File: src/rtl/lcd_pkg.sv
// Shared types and message content for the LCD message scheduler.
// Message lines are stored left-justified and NUL-padded to one LCD line.
package lcd_pkg;

    typedef enum logic [2:0] {
        ST_IDLE  = 3'd0,
        ST_ARB   = 3'd1,
        ST_FETCH = 3'd2,
        ST_GAP   = 3'd3,
        ST_SEND  = 3'd4,
        ST_HOLD  = 3'd5,
        ST_FIN   = 3'd6
    } lcd_state_e;

    localparam logic [7:0] LCD_NUL      = 8'h00;
    localparam int         LCD_LINE_LEN = 16;

    localparam logic [7:0] MSG_READY     = 8'd0;
    localparam logic [7:0] MSG_BREWING   = 8'd1;
    localparam logic [7:0] MSG_NO_WATER  = 8'd2;
    localparam logic [7:0] MSG_DONE      = 8'd3;
    localparam logic [7:0] MSG_ERROR     = 8'd4;
    localparam logic [7:0] MSG_BLANK     = 8'd5;
    localparam logic [7:0] MSG_FULL_LINE = 8'd6;
    localparam logic [7:0] MSG_MENU      = 8'd7;

    // First character sits in the most significant byte.
    function automatic logic [8*LCD_LINE_LEN-1:0] msg_line(input logic [7:0] id);
        case (id)
            MSG_READY:     return {"READY",    {11{LCD_NUL}}};
            MSG_BREWING:   return {"BREWING",  {9{LCD_NUL}}};
            MSG_NO_WATER:  return {"NO WATER", {8{LCD_NUL}}};
            MSG_DONE:      return {"DONE",     {12{LCD_NUL}}};
            MSG_ERROR:     return {"ERROR",    {11{LCD_NUL}}};
            MSG_BLANK:     return {16{LCD_NUL}};
            MSG_FULL_LINE: return "0123456789ABCDEF";
            MSG_MENU:      return {"MENU",     {12{LCD_NUL}}};
            default:       return {16{LCD_NUL}};
        endcase
    endfunction

endpackage

File: src/rtl/lcd_msg_rom.sv
// Message character ROM, address {msg_id, char_idx}, one cycle read latency.
// MSG_LEN must not exceed one LCD line.
module lcd_msg_rom
    import lcd_pkg::*;
#(
    parameter int MSG_ID_W = 3,
    parameter int MSG_LEN  = 16
) (
    input  logic                       clk,
    input  logic                       rst,
    input  logic [MSG_ID_W-1:0]        msg_id,
    input  logic [$clog2(MSG_LEN)-1:0] char_idx,
    output logic [7:0]                 data
);

    logic [8*LCD_LINE_LEN-1:0] line_s;
    logic [7:0]                bytes_s [LCD_LINE_LEN];

    // Split the selected message line into addressable characters.
    always_comb begin
        line_s = msg_line(8'(msg_id));
        for (int i = 0; i < LCD_LINE_LEN; i++) begin
            bytes_s[i] = line_s[8*(LCD_LINE_LEN-1-i) +: 8];
        end
    end

    // Registered read port.
    always_ff @(posedge clk or posedge rst) begin
        if (rst) begin
            data <= LCD_NUL;
        end else begin
            data <= bytes_s[char_idx];
        end
    end

endmodule

File: src/rtl/lcd_msg_scheduler.sv
// Round-robin scheduler sharing one LCD character driver among N_REQ requesters;
// characters are paced into the driver with a fixed, stall-aware gap.
module lcd_msg_scheduler
    import lcd_pkg::*;
#(
    parameter int N_REQ    = 4,
    parameter int MSG_ID_W = 3,
    parameter int MSG_LEN  = 16,
    parameter int CHAR_GAP = 2500000,
    parameter int HOLD_CYC = 2
) (
    input  logic                       clk,
    input  logic                       rst,
    input  logic [N_REQ-1:0]           req,
    input  logic [N_REQ*MSG_ID_W-1:0]  req_msg_id,
    input  logic                       systemReady,
    output logic [7:0]                 inputChar,
    output logic                       send,
    output logic [N_REQ-1:0]           pending,
    output logic                       busy,
    output logic [$clog2(N_REQ)-1:0]   active_req,
    output logic [N_REQ-1:0]           done
);

    localparam int IDX_W  = $clog2(MSG_LEN + 1);
    localparam int CA_W   = $clog2(MSG_LEN);
    localparam int GAP_W  = ($clog2(CHAR_GAP) > 24) ? $clog2(CHAR_GAP) : 24;
    localparam int HOLD_W = $clog2(HOLD_CYC + 1);
    localparam int RR_W   = $clog2(N_REQ);
    localparam logic [N_REQ-1:0] REQ_ONE = {{(N_REQ-1){1'b0}}, 1'b1};

    lcd_state_e           state_r;
    logic [N_REQ-1:0]     pending_r;
    logic [MSG_ID_W-1:0]  id_r [N_REQ];
    logic [MSG_ID_W-1:0]  cur_id_r;
    logic [RR_W-1:0]      rr_r;
    logic [RR_W-1:0]      active_r;
    logic [IDX_W-1:0]     idx_r;
    logic [GAP_W-1:0]     gap_cnt_r;
    logic [HOLD_W-1:0]    hold_cnt_r;
    logic                 fetch_ph_r;
    logic                 busy_r;
    logic                 send_r;
    logic [7:0]           char_r;
    logic [N_REQ-1:0]     done_r;

    logic [7:0]           rom_data_s;
    logic [RR_W-1:0]      grant_idx_s;
    logic                 grant_found_s;
    logic [RR_W-1:0]      cand_s;
    logic                 hit_s;
    logic [N_REQ-1:0]     clr_s;

    function automatic logic [RR_W-1:0] rr_after(input logic [RR_W-1:0] cur);
        if (cur == RR_W'(N_REQ - 1)) begin
            return {RR_W{1'b0}};
        end else begin
            return cur + RR_W'(1'b1);
        end
    endfunction

    lcd_msg_rom #(
        .MSG_ID_W (MSG_ID_W),
        .MSG_LEN  (MSG_LEN)
    ) u_rom (
        .clk      (clk),
        .rst      (rst),
        .msg_id   (cur_id_r),
        .char_idx (idx_r[CA_W-1:0]),
        .data     (rom_data_s)
    );

    // First pending requester at or after the rr pointer, wrapping.
    always_comb begin
        grant_found_s = 1'b0;
        grant_idx_s   = {RR_W{1'b0}};
        cand_s        = {RR_W{1'b0}};
        hit_s         = 1'b0;
        for (int k = 0; k < N_REQ; k++) begin
            cand_s        = RR_W'((int'(rr_r) + k) % N_REQ);
            hit_s         = pending_r[cand_s] & ~grant_found_s;
            grant_idx_s   = hit_s ? cand_s : grant_idx_s;
            grant_found_s = grant_found_s | hit_s;
        end
        clr_s = (state_r == ST_ARB && grant_found_s) ? (REQ_ONE << grant_idx_s)
                                                      : {N_REQ{1'b0}};
    end

    // A new request always wins over the grant clearing the same bit.
    always_ff @(posedge clk or posedge rst) begin
        if (rst) begin
            pending_r <= {N_REQ{1'b0}};
            for (int i = 0; i < N_REQ; i++) begin
                id_r[i] <= {MSG_ID_W{1'b0}};
            end
        end else begin
            pending_r <= (pending_r & ~clr_s) | req;
            for (int i = 0; i < N_REQ; i++) begin
                if (req[i]) begin
                    id_r[i] <= req_msg_id[i*MSG_ID_W +: MSG_ID_W];
                end
            end
        end
    end

    // Message sequencer; FETCH spends one cycle waiting on the ROM read.
    always_ff @(posedge clk or posedge rst) begin
        if (rst) begin
            state_r    <= ST_IDLE;
            rr_r       <= {RR_W{1'b0}};
            active_r   <= {RR_W{1'b0}};
            cur_id_r   <= {MSG_ID_W{1'b0}};
            idx_r      <= {IDX_W{1'b0}};
            gap_cnt_r  <= {GAP_W{1'b0}};
            hold_cnt_r <= {HOLD_W{1'b0}};
            fetch_ph_r <= 1'b0;
            busy_r     <= 1'b0;
            send_r     <= 1'b0;
            char_r     <= LCD_NUL;
            done_r     <= {N_REQ{1'b0}};
        end else begin
            send_r <= 1'b0;
            done_r <= {N_REQ{1'b0}};
            case (state_r)
                ST_IDLE: begin
                    if (pending_r != {N_REQ{1'b0}}) begin
                        state_r <= ST_ARB;
                    end
                end
                ST_ARB: begin
                    if (grant_found_s) begin
                        active_r   <= grant_idx_s;
                        cur_id_r   <= id_r[grant_idx_s];
                        busy_r     <= 1'b1;
                        idx_r      <= {IDX_W{1'b0}};
                        fetch_ph_r <= 1'b0;
                        state_r    <= ST_FETCH;
                    end else begin
                        state_r <= ST_IDLE;
                    end
                end
                ST_FETCH: begin
                    if (!fetch_ph_r) begin
                        fetch_ph_r <= 1'b1;
                    end else begin
                        fetch_ph_r <= 1'b0;
                        if (rom_data_s == LCD_NUL || idx_r == IDX_W'(MSG_LEN)) begin
                            done_r  <= REQ_ONE << active_r;
                            busy_r  <= 1'b0;
                            state_r <= ST_FIN;
                        end else begin
                            char_r    <= rom_data_s;
                            gap_cnt_r <= {GAP_W{1'b0}};
                            state_r   <= ST_GAP;
                        end
                    end
                end
                ST_GAP: begin
                    if (systemReady) begin
                        if (gap_cnt_r >= GAP_W'(CHAR_GAP - 1)) begin
                            gap_cnt_r <= {GAP_W{1'b0}};
                            send_r    <= 1'b1;
                            state_r   <= ST_SEND;
                        end else begin
                            gap_cnt_r <= gap_cnt_r + GAP_W'(1'b1);
                        end
                    end
                end
                ST_SEND: begin
                    idx_r      <= idx_r + IDX_W'(1'b1);
                    hold_cnt_r <= {HOLD_W{1'b0}};
                    state_r    <= ST_HOLD;
                end
                ST_HOLD: begin
                    if (hold_cnt_r == HOLD_W'(HOLD_CYC - 1)) begin
                        hold_cnt_r <= {HOLD_W{1'b0}};
                        state_r    <= ST_FETCH;
                    end else begin
                        hold_cnt_r <= hold_cnt_r + HOLD_W'(1'b1);
                    end
                end
                ST_FIN: begin
                    rr_r    <= rr_after(active_r);
                    state_r <= ST_IDLE;
                end
                default: begin
                    state_r <= ST_IDLE;
                end
            endcase
        end
    end

    assign inputChar  = char_r;
    assign send       = send_r;
    assign pending    = pending_r;
    assign busy       = busy_r;
    assign active_req = active_r;
    assign done       = done_r;

endmodule
File: config.mk
export PLATFORM = sky130hd
export DESIGN_NAME = lcd_msg_scheduler
export DESIGN_NICKNAME = d
export VERILOG_FILES = /design/src/rtl/lcd_pkg.sv /design/src/rtl/lcd_msg_rom.sv /design/src/rtl/lcd_msg_scheduler.sv
export SDC_FILE = /design/constraint.sdc
export NUM_CORES = 1
export LEC_CHECK = 0
export ABC_CLOCK_PERIOD_IN_PS = 2000
export CELL_PAD_IN_SITES_DETAIL_PLACEMENT = 0
export CELL_PAD_IN_SITES_GLOBAL_PLACEMENT = 1
export CORE_MARGIN = 2
export CORE_UTILIZATION = 41
export CTS_CLUSTER_DIAMETER = 40
export CTS_CLUSTER_SIZE = 24
export DETAILED_ROUTE_END_ITERATION = 8
export PLACE_DENSITY_LB_ADDON = 0.1
export SETUP_SLACK_MARGIN = 0.1
export SKIP_LAST_GASP = 1
export SLEW_MARGIN = 40
export SYNTH_ARGS = -nofsm -noshare
export SYNTH_HDL_FRONTEND = slang
export SYNTH_SLANG_ARGS = --single-unit
File: constraint.sdc
create_clock -name clk -period 2 [get_ports clk]
set_input_delay 0.2 -clock clk [delete_from_list [all_inputs] [get_ports clk]]
set_output_delay 0.2 -clock clk [all_outputs]
set_load 0.01 [all_outputs]
**After elaboration in Yosys (flattened, before gate mapping)**

Memories as Yosys holds them, arrays and structs flattened.
Cells that the tools add are included.
W data, S select, Z words.

- Register bits: 80
- Latch bits: 0
- Memory bits (writable): 0
- ROM bits: 608
- Input bits: 19
- Output and inout bits: 20
- Word-level logic and storage cells: 133
- Memories: 1

Memory list:

| memory | depth | width | rd ports | clocked after Yosys merged registers in | write ports | line | text |
|---|---|---|---|---|---|---|---|
| (no name shown) | 8 | 76 | 1 | 0 | 0 | lcd_pkg.sv:29 | `case (id)` |

- Add/sub/neg operators: 7
- Multipliers: 0
- Div/mod/pow operators: 0
- Order comparisons: 7
- Eq/ne operators: 17
- Shift operators: 2
- Multiplexer cells: 50
- Bitwise logic cells: 15
- Reductions and logical operators: 16

Operators with widths:

| cell | count |
|---|---|
| $mux W24 | 4 |
| $pmux W24 S2 | 1 |
| $bmux W8 S4 | 1 |
| $add A24 B1 Y24 const B | 1 |
| $ge A24 B22 Y1 const B | 1 |
| $mux W3 | 8 |
| $pmux W3 S6 | 1 |
| $mux W4 | 4 |
| $mux W8 | 2 |
| $ne A2 B2 Y1 const B | 8 |
| $mux W2 | 7 |
| $lt A2 B3 Y1 const B | 4 |
| $mux W1 | 12 |
| $pmux W5 S2 | 1 |
| $eq A3 B3 Y1 const B | 3 |
| $bmux W1 S2 | 4 |
| $logic_not A8 Y1 | 1 |
| $reduce_and A4 Y1 | 2 |
| $reduce_bool A2 Y1 | 4 |
| $shl A1 B2 Y4 const A | 2 |
| $add A2 B1 Y2 const B | 3 |
| $bmux W3 S2 | 1 |
| $eq A3 B2 Y1 const B | 2 |
| $reduce_and A2 Y1 | 3 |
| other kinds (25) | 34 |

**Longest topological paths before layout**

- Depth in word-level cells: 16
- Gate-level depth with buffers: 9
- Mapped depth without buffers: 8

**Cells and area by module**

Synthesis repeated with hierarchy kept, for this count alone.

- Cell total of the unflattened synthesis: 492
- Area total of the unflattened synthesis: 4659.5 um^2

Modules (own cells, without submodules):

| module | times used | cells an instance | area an instance (um^2) | sequential area each (um^2) |
|---|---|---|---|---|
| lcd_msg_scheduler | 1 | 356 | 3649.8 | 1801.7 |
| lcd_msg_rom | 1 | 136 | 1009.7 | 175.2 |

**Least setup slack after synthesis**

OpenSTA, ideal clock, no wires.

- Kind: register to register
- Start point: register idx_r[1]
- End point: register gap_cnt_r[10]
- Library setup time: 0.119 ns
- Data arrival time: 2.064 ns
- Data required time: 1.881 ns
- Setup slack: -0.183 ns
- Stages on the path, launching flop included: 10
- Buffers on the path: 2
- Clock period less this slack: 2.183 ns
- Path through: dfrtp_1 > clkbuf_1 > inv_1 > ha_1 > a32oi_2 > a21boi_2 > buf_2 > nor4_2 > xnor2_1 > nor2_2

- Word-level cells in the longest chain between the ends: 4

RTL lines:

| what | line | text |
|---|---|---|
| start: declaration | lcd_msg_scheduler.sv:38 | `logic [IDX_W-1:0] idx_r;` |
| start signal: assignment | lcd_msg_scheduler.sv:113 | `idx_r <= {IDX_W{1'b0}};` |
| start signal: assignment | lcd_msg_scheduler.sv:135 | `idx_r <= {IDX_W{1'b0}};` |
| start signal: assignment | lcd_msg_scheduler.sv:170 | `idx_r <= idx_r + IDX_W'(1'b1);` |
| $eq A5 B5 Y1 | lcd_msg_scheduler.sv:147 | `if (rom_data_s == LCD_NUL \|\| idx_r == IDX_W'(MSG_LEN)) begin` |
| $logic_or A1 B1 Y1 | lcd_msg_scheduler.sv:147 |  |
| $ne A2 B2 Y1 (no source line) | -- |  |
| $reduce_and A4 Y1 (no source line) | -- |  |
| end signal: assignment | lcd_msg_scheduler.sv:153 | `gap_cnt_r <= {GAP_W{1'b0}};` |
| end signal: assignment | lcd_msg_scheduler.sv:161 | `gap_cnt_r <= {GAP_W{1'b0}};` |
| end signal: assignment | lcd_msg_scheduler.sv:165 | `gap_cnt_r <= gap_cnt_r + GAP_W'(1'b1);` |
| end: declaration | lcd_msg_scheduler.sv:39 | `logic [GAP_W-1:0] gap_cnt_r;` |

No other way between the ends.
A chain may end at the register's enable or synchronous reset.

**Final worst setup path**

- Start point: register gap_cnt_r[11]
- End point: register gap_cnt_r[15]

- Word-level cells in the longest chain between the ends: 4
- Elaborated cells between the ends (all ways): 5
- Those cells by class: add/sub: 1; order compare: 1; mux: 3

RTL lines:

| what | line | text |
|---|---|---|
| start signal: assignment | lcd_msg_scheduler.sv:114 | `gap_cnt_r <= {GAP_W{1'b0}};` |
| start signal: assignment | lcd_msg_scheduler.sv:153 |  |
| start signal: assignment | lcd_msg_scheduler.sv:161 |  |
| $add A24 B1 Y24 or $ge A24 B22 Y1 (tied branches) | lcd_msg_scheduler.sv:165, lcd_msg_scheduler.sv:160 |  |
| $mux W24 (*) | lcd_msg_scheduler.sv:160 | `if (gap_cnt_r >= GAP_W'(CHAR_GAP - 1)) begin` |
| $mux W24 (*) | lcd_msg_scheduler.sv:159 | `if (systemReady) begin` |
| $pmux W24 S2 (*) | lcd_msg_scheduler.sv:124 | `case (state_r)` |

Every way passes the cells marked *; elsewhere a longest branch is shown, timed or not. The select of a mux whose other input is x is not followed.

==> summary.md <==
| Metric | Value |
|---|---|
| Status | complete, but fails checks |
| Failing checks | negative setup slack |
| Post-synthesis async set-or-reset flop share | 100% |
| Area leader, netlist | dfrtp_1 |
| Via count | 3602 |
| Via-per-instance ratio | 5.30 |
| Total core area | 0.0108 mm² |
| Vias in the first global route | 3506 |
| Internal Power | 2.58 mW |
| DRT Wirelength | 10500 µm |
| Seq cells post-synth | 78 |
| Post-route ant nets | 0 |
| Fmax | 0.496 GHz |
| Switching Fraction | 30.3% |
| Worst EP arrival | 2.26 ns |
| Port-buffer cells | 37 |
| Final Hold Vio Count | 0 |
| Fin util | 52.9% |
| Drt pass-1 iters | 4 |
| Detailed Route Iter0 Violations | 160 |
| Clock power share | 31.1% |
| Worst path cell trace | or4b_4, a211oi_4, nor3_4, buf_6, nor3_4, buf_6, clkbuf_16, nor2_2 |
| Syn Area/Cell | 9.93 µm² |
| Gr ovfl total | 0 |
| Overall power | 3.70 mW |
| Post-DP HPWL | 7170 µm |
| Chip Height | 109 µm |
| Clock skew | 0.00735 ns |
| Max incr delay on CP | 0.55 ns |
| Pin count of the biggest net entering global routing | 79 |
| Top area cells in the synthesized netlist | dfrtp_1, mux2_2, ha_1 |
| Tmin final | 2.02 ns |
| I/O Pins | 39 |
| Clock tree from TritonCTS | built |
| Std cell rows | 38 |
| Post-synth top cells | dfrtp_1, nand2_1, nor2_1, o21ai_0, mux2_2 |
| Combinational Power Share | 19.0% |
| Cell area after layout | 0.00571 mm² |
| Die ar. | 0.0119 mm² |
| Final setup fails | 5 |
| Post-Syn Nets | 488 |
| CP required | 2.25 ns |
| Number of hold buffers added after cts | 0 |
| Main flop type after synthesis | dfrtp_1 |
| Distinct cells, synth | 70 |
| Net switching power | 1.12 mW |
| Synth top area share | 43.2% |
| Leakage | 2.39 nW |
| Highest-delay cell along the critical path | or4b_4 |
| RSZ-0062 raised after global routing | true |
| Crit path max fanout | 5 |
| CTS root buf | clkbuf_8 |
| Post-route DRC | 0 |
| CTS H-Tree Depth | 3 |
| R2r setup slk | -0.02 ns |
| Reg clk slew, reported paths | 0.09 ns |
| Antenna cells | 0 |
| PD cells | 648 mW/mm² |
| CTS Buf Count | 9 |
| Max-slew violations | 0 |
| # clock sinks | 78 |
| Final period utilization | 101% |
| Worst Setup End Kind | flop |
| WL per Instance | 15.4 µm |
| P&R area growth vs syn | 26.4% |
| Placed inst area | 0.00533 mm² |
| Syn Inst Count | 455 |
| Final nets | 567 |
| GRT Resource Usage Total | 18.8% |
| Initial Util | 41.9% |
| Initial antenna violation count | 0 |
| Die X | 109 µm |
| Fill cell count | 968 |
| First-pass GRT wire length | 17500 µm |
| Max-Cap Viols | 0 |
| Share of cells above drive strength 1 | 27.1% |
| Clock Latency Late Sink | 0.35 ns |
| Post-Syn Area | 0.00452 mm² |
| Max clock buf depth | 2 |
| Count leader, synth | dfrtp_1 |
| WS Path Type | flop to flop |
| Worst Slack Setup Final | -0.0169 ns |
| Routability cong. | 0.814 |
| Setup crit start kind | flop |
| Hold Path Class | input pin to asynchronous set/reset pin |
| Sequential share of power | 49.9% |
| EDFF count, synth | 0 |
| Synth warn | 0 |
| Max rail drop VDD | 387 µV |
| Seq/Total Area, Yosys | 43.2% |
[cells by family after synthesis]
logic type / count (synthesis) / share of synthesized area, %
and+or+nand+nor: 178 / 22.8
buffers and inverters: 33 / 3.27
muxes: 32 / 8.28
other: 1 / 0.0830
xor gates and xnor gates: 19 / 3.68
AOI/OAI and AO/OA: 100 / 14.8
adders and majority gates: 14 / 3.88
DFF: 78 / 43.2
[placed cells by master (no fill, tap or decap), types with 15 or more instances in the layout]
cell type / instances
a21oi_1: 17
xnor2_1: 17
clkdlybuf4s50_1: 37
dfrtp_1: 75
mux2_2: 23
nand3_1: 15
buf_4: 44
nand2_1: 45
nor2_1: 33
o21ai_0: 22
[registers in the layout, summed over array words and instances, names as in the netlist, 3 cells and up]
register and cells:
gap_cnt_r 24, pending 4, inputChar 7, id_r 12, u_rom.data 7, state_r 3
cur_id_r 3, done 4, idx_r 5
[metal layers]
metal / GRT usage, % / wire length, µm / vias up
li1: - / - / 1781
met1: 27.0 / 5180 / 1740
met2: 28.9 / 4840 / 69
met3: 3.29 / 336 / 12
met4: 5.59 / 119 / 0
met5: 0 / 0 / -
[per-stage QoR]
step,setup WS (ns),TNS [ns],hold slack (ns),std cells
2_1_floorplan,0.106,0,0.292,455
3_3_place_gp,0.0643,0,0.476,649
3_5_place_dp,-0.0435,-0.0435,0.493,649
4_1_cts,0.0284,0,0.322,670
5_1_grt,-0.0777,-1.32,0.338,679
6_report,-0.0169,-0.0772,0.317,679
[path summary, 6_finish.rpt]
check,from,end,cells past startpoint
worst min-delay path,rst,gap_cnt_r[16]$_DFFE_PP0P_,3
min in group clk,req_msg_id[1],id_r[10]$_DFFE_PP0P_,2
worst min register to register,inputChar[3]$_DFFE_PP0P_,inputChar[3]$_DFFE_PP0P_,1
worst max register to register,gap_cnt_r[11]$_DFFE_PP0P_,gap_cnt_r[15]$_DFFE_PP0P_,8
worst max-delay path,gap_cnt_r[11]$_DFFE_PP0P_,gap_cnt_r[15]$_DFFE_PP0P_,8
max in group asynchronous,rst,idx_r[0]$_DFFE_PP0P_,3
[power groups by stage]
stage,registers [mW],clock network (mW),logic (mW)
after floorplan,1.85,0,0.428
after global placement,1.87,0,0.676
after detailed placement,1.87,0,0.688
after CTS,1.84,1.20,0.687
after global routing,1.87,1.25,0.786
final,1.84,1.15,0.703
[critical path: cells and delay by family, from the launching register on]
family,cells,cell delay (ns)
DFF,1,0.39
AOI/OAI and AO/OA,1,0.25
and+or+nand+nor,4,0.85
buffers and inverters,3,0.41
[final cells by class]
class	instances	area [µm²]	area share, %
clock buffers	10	138	2.41
clock inverters	6	52.6	0.920
inverters	11	46.3	0.811
multi-input cells	344	2490	43.6
flip-flops and latches	78	1960	34.2
well taps	140	175	3.07
repair buffers	90	851	14.9
[repair_timing]
action / in CTS / in global routing
endpoints found under the setup margin: 5 / 36
resized for setup: 1 / 21
buffers inserted: 5 / 8
pin swaps: 3 / 13
gates cloned: 0 / 2
Note: power is estimated with default switching activity, not from simulation.
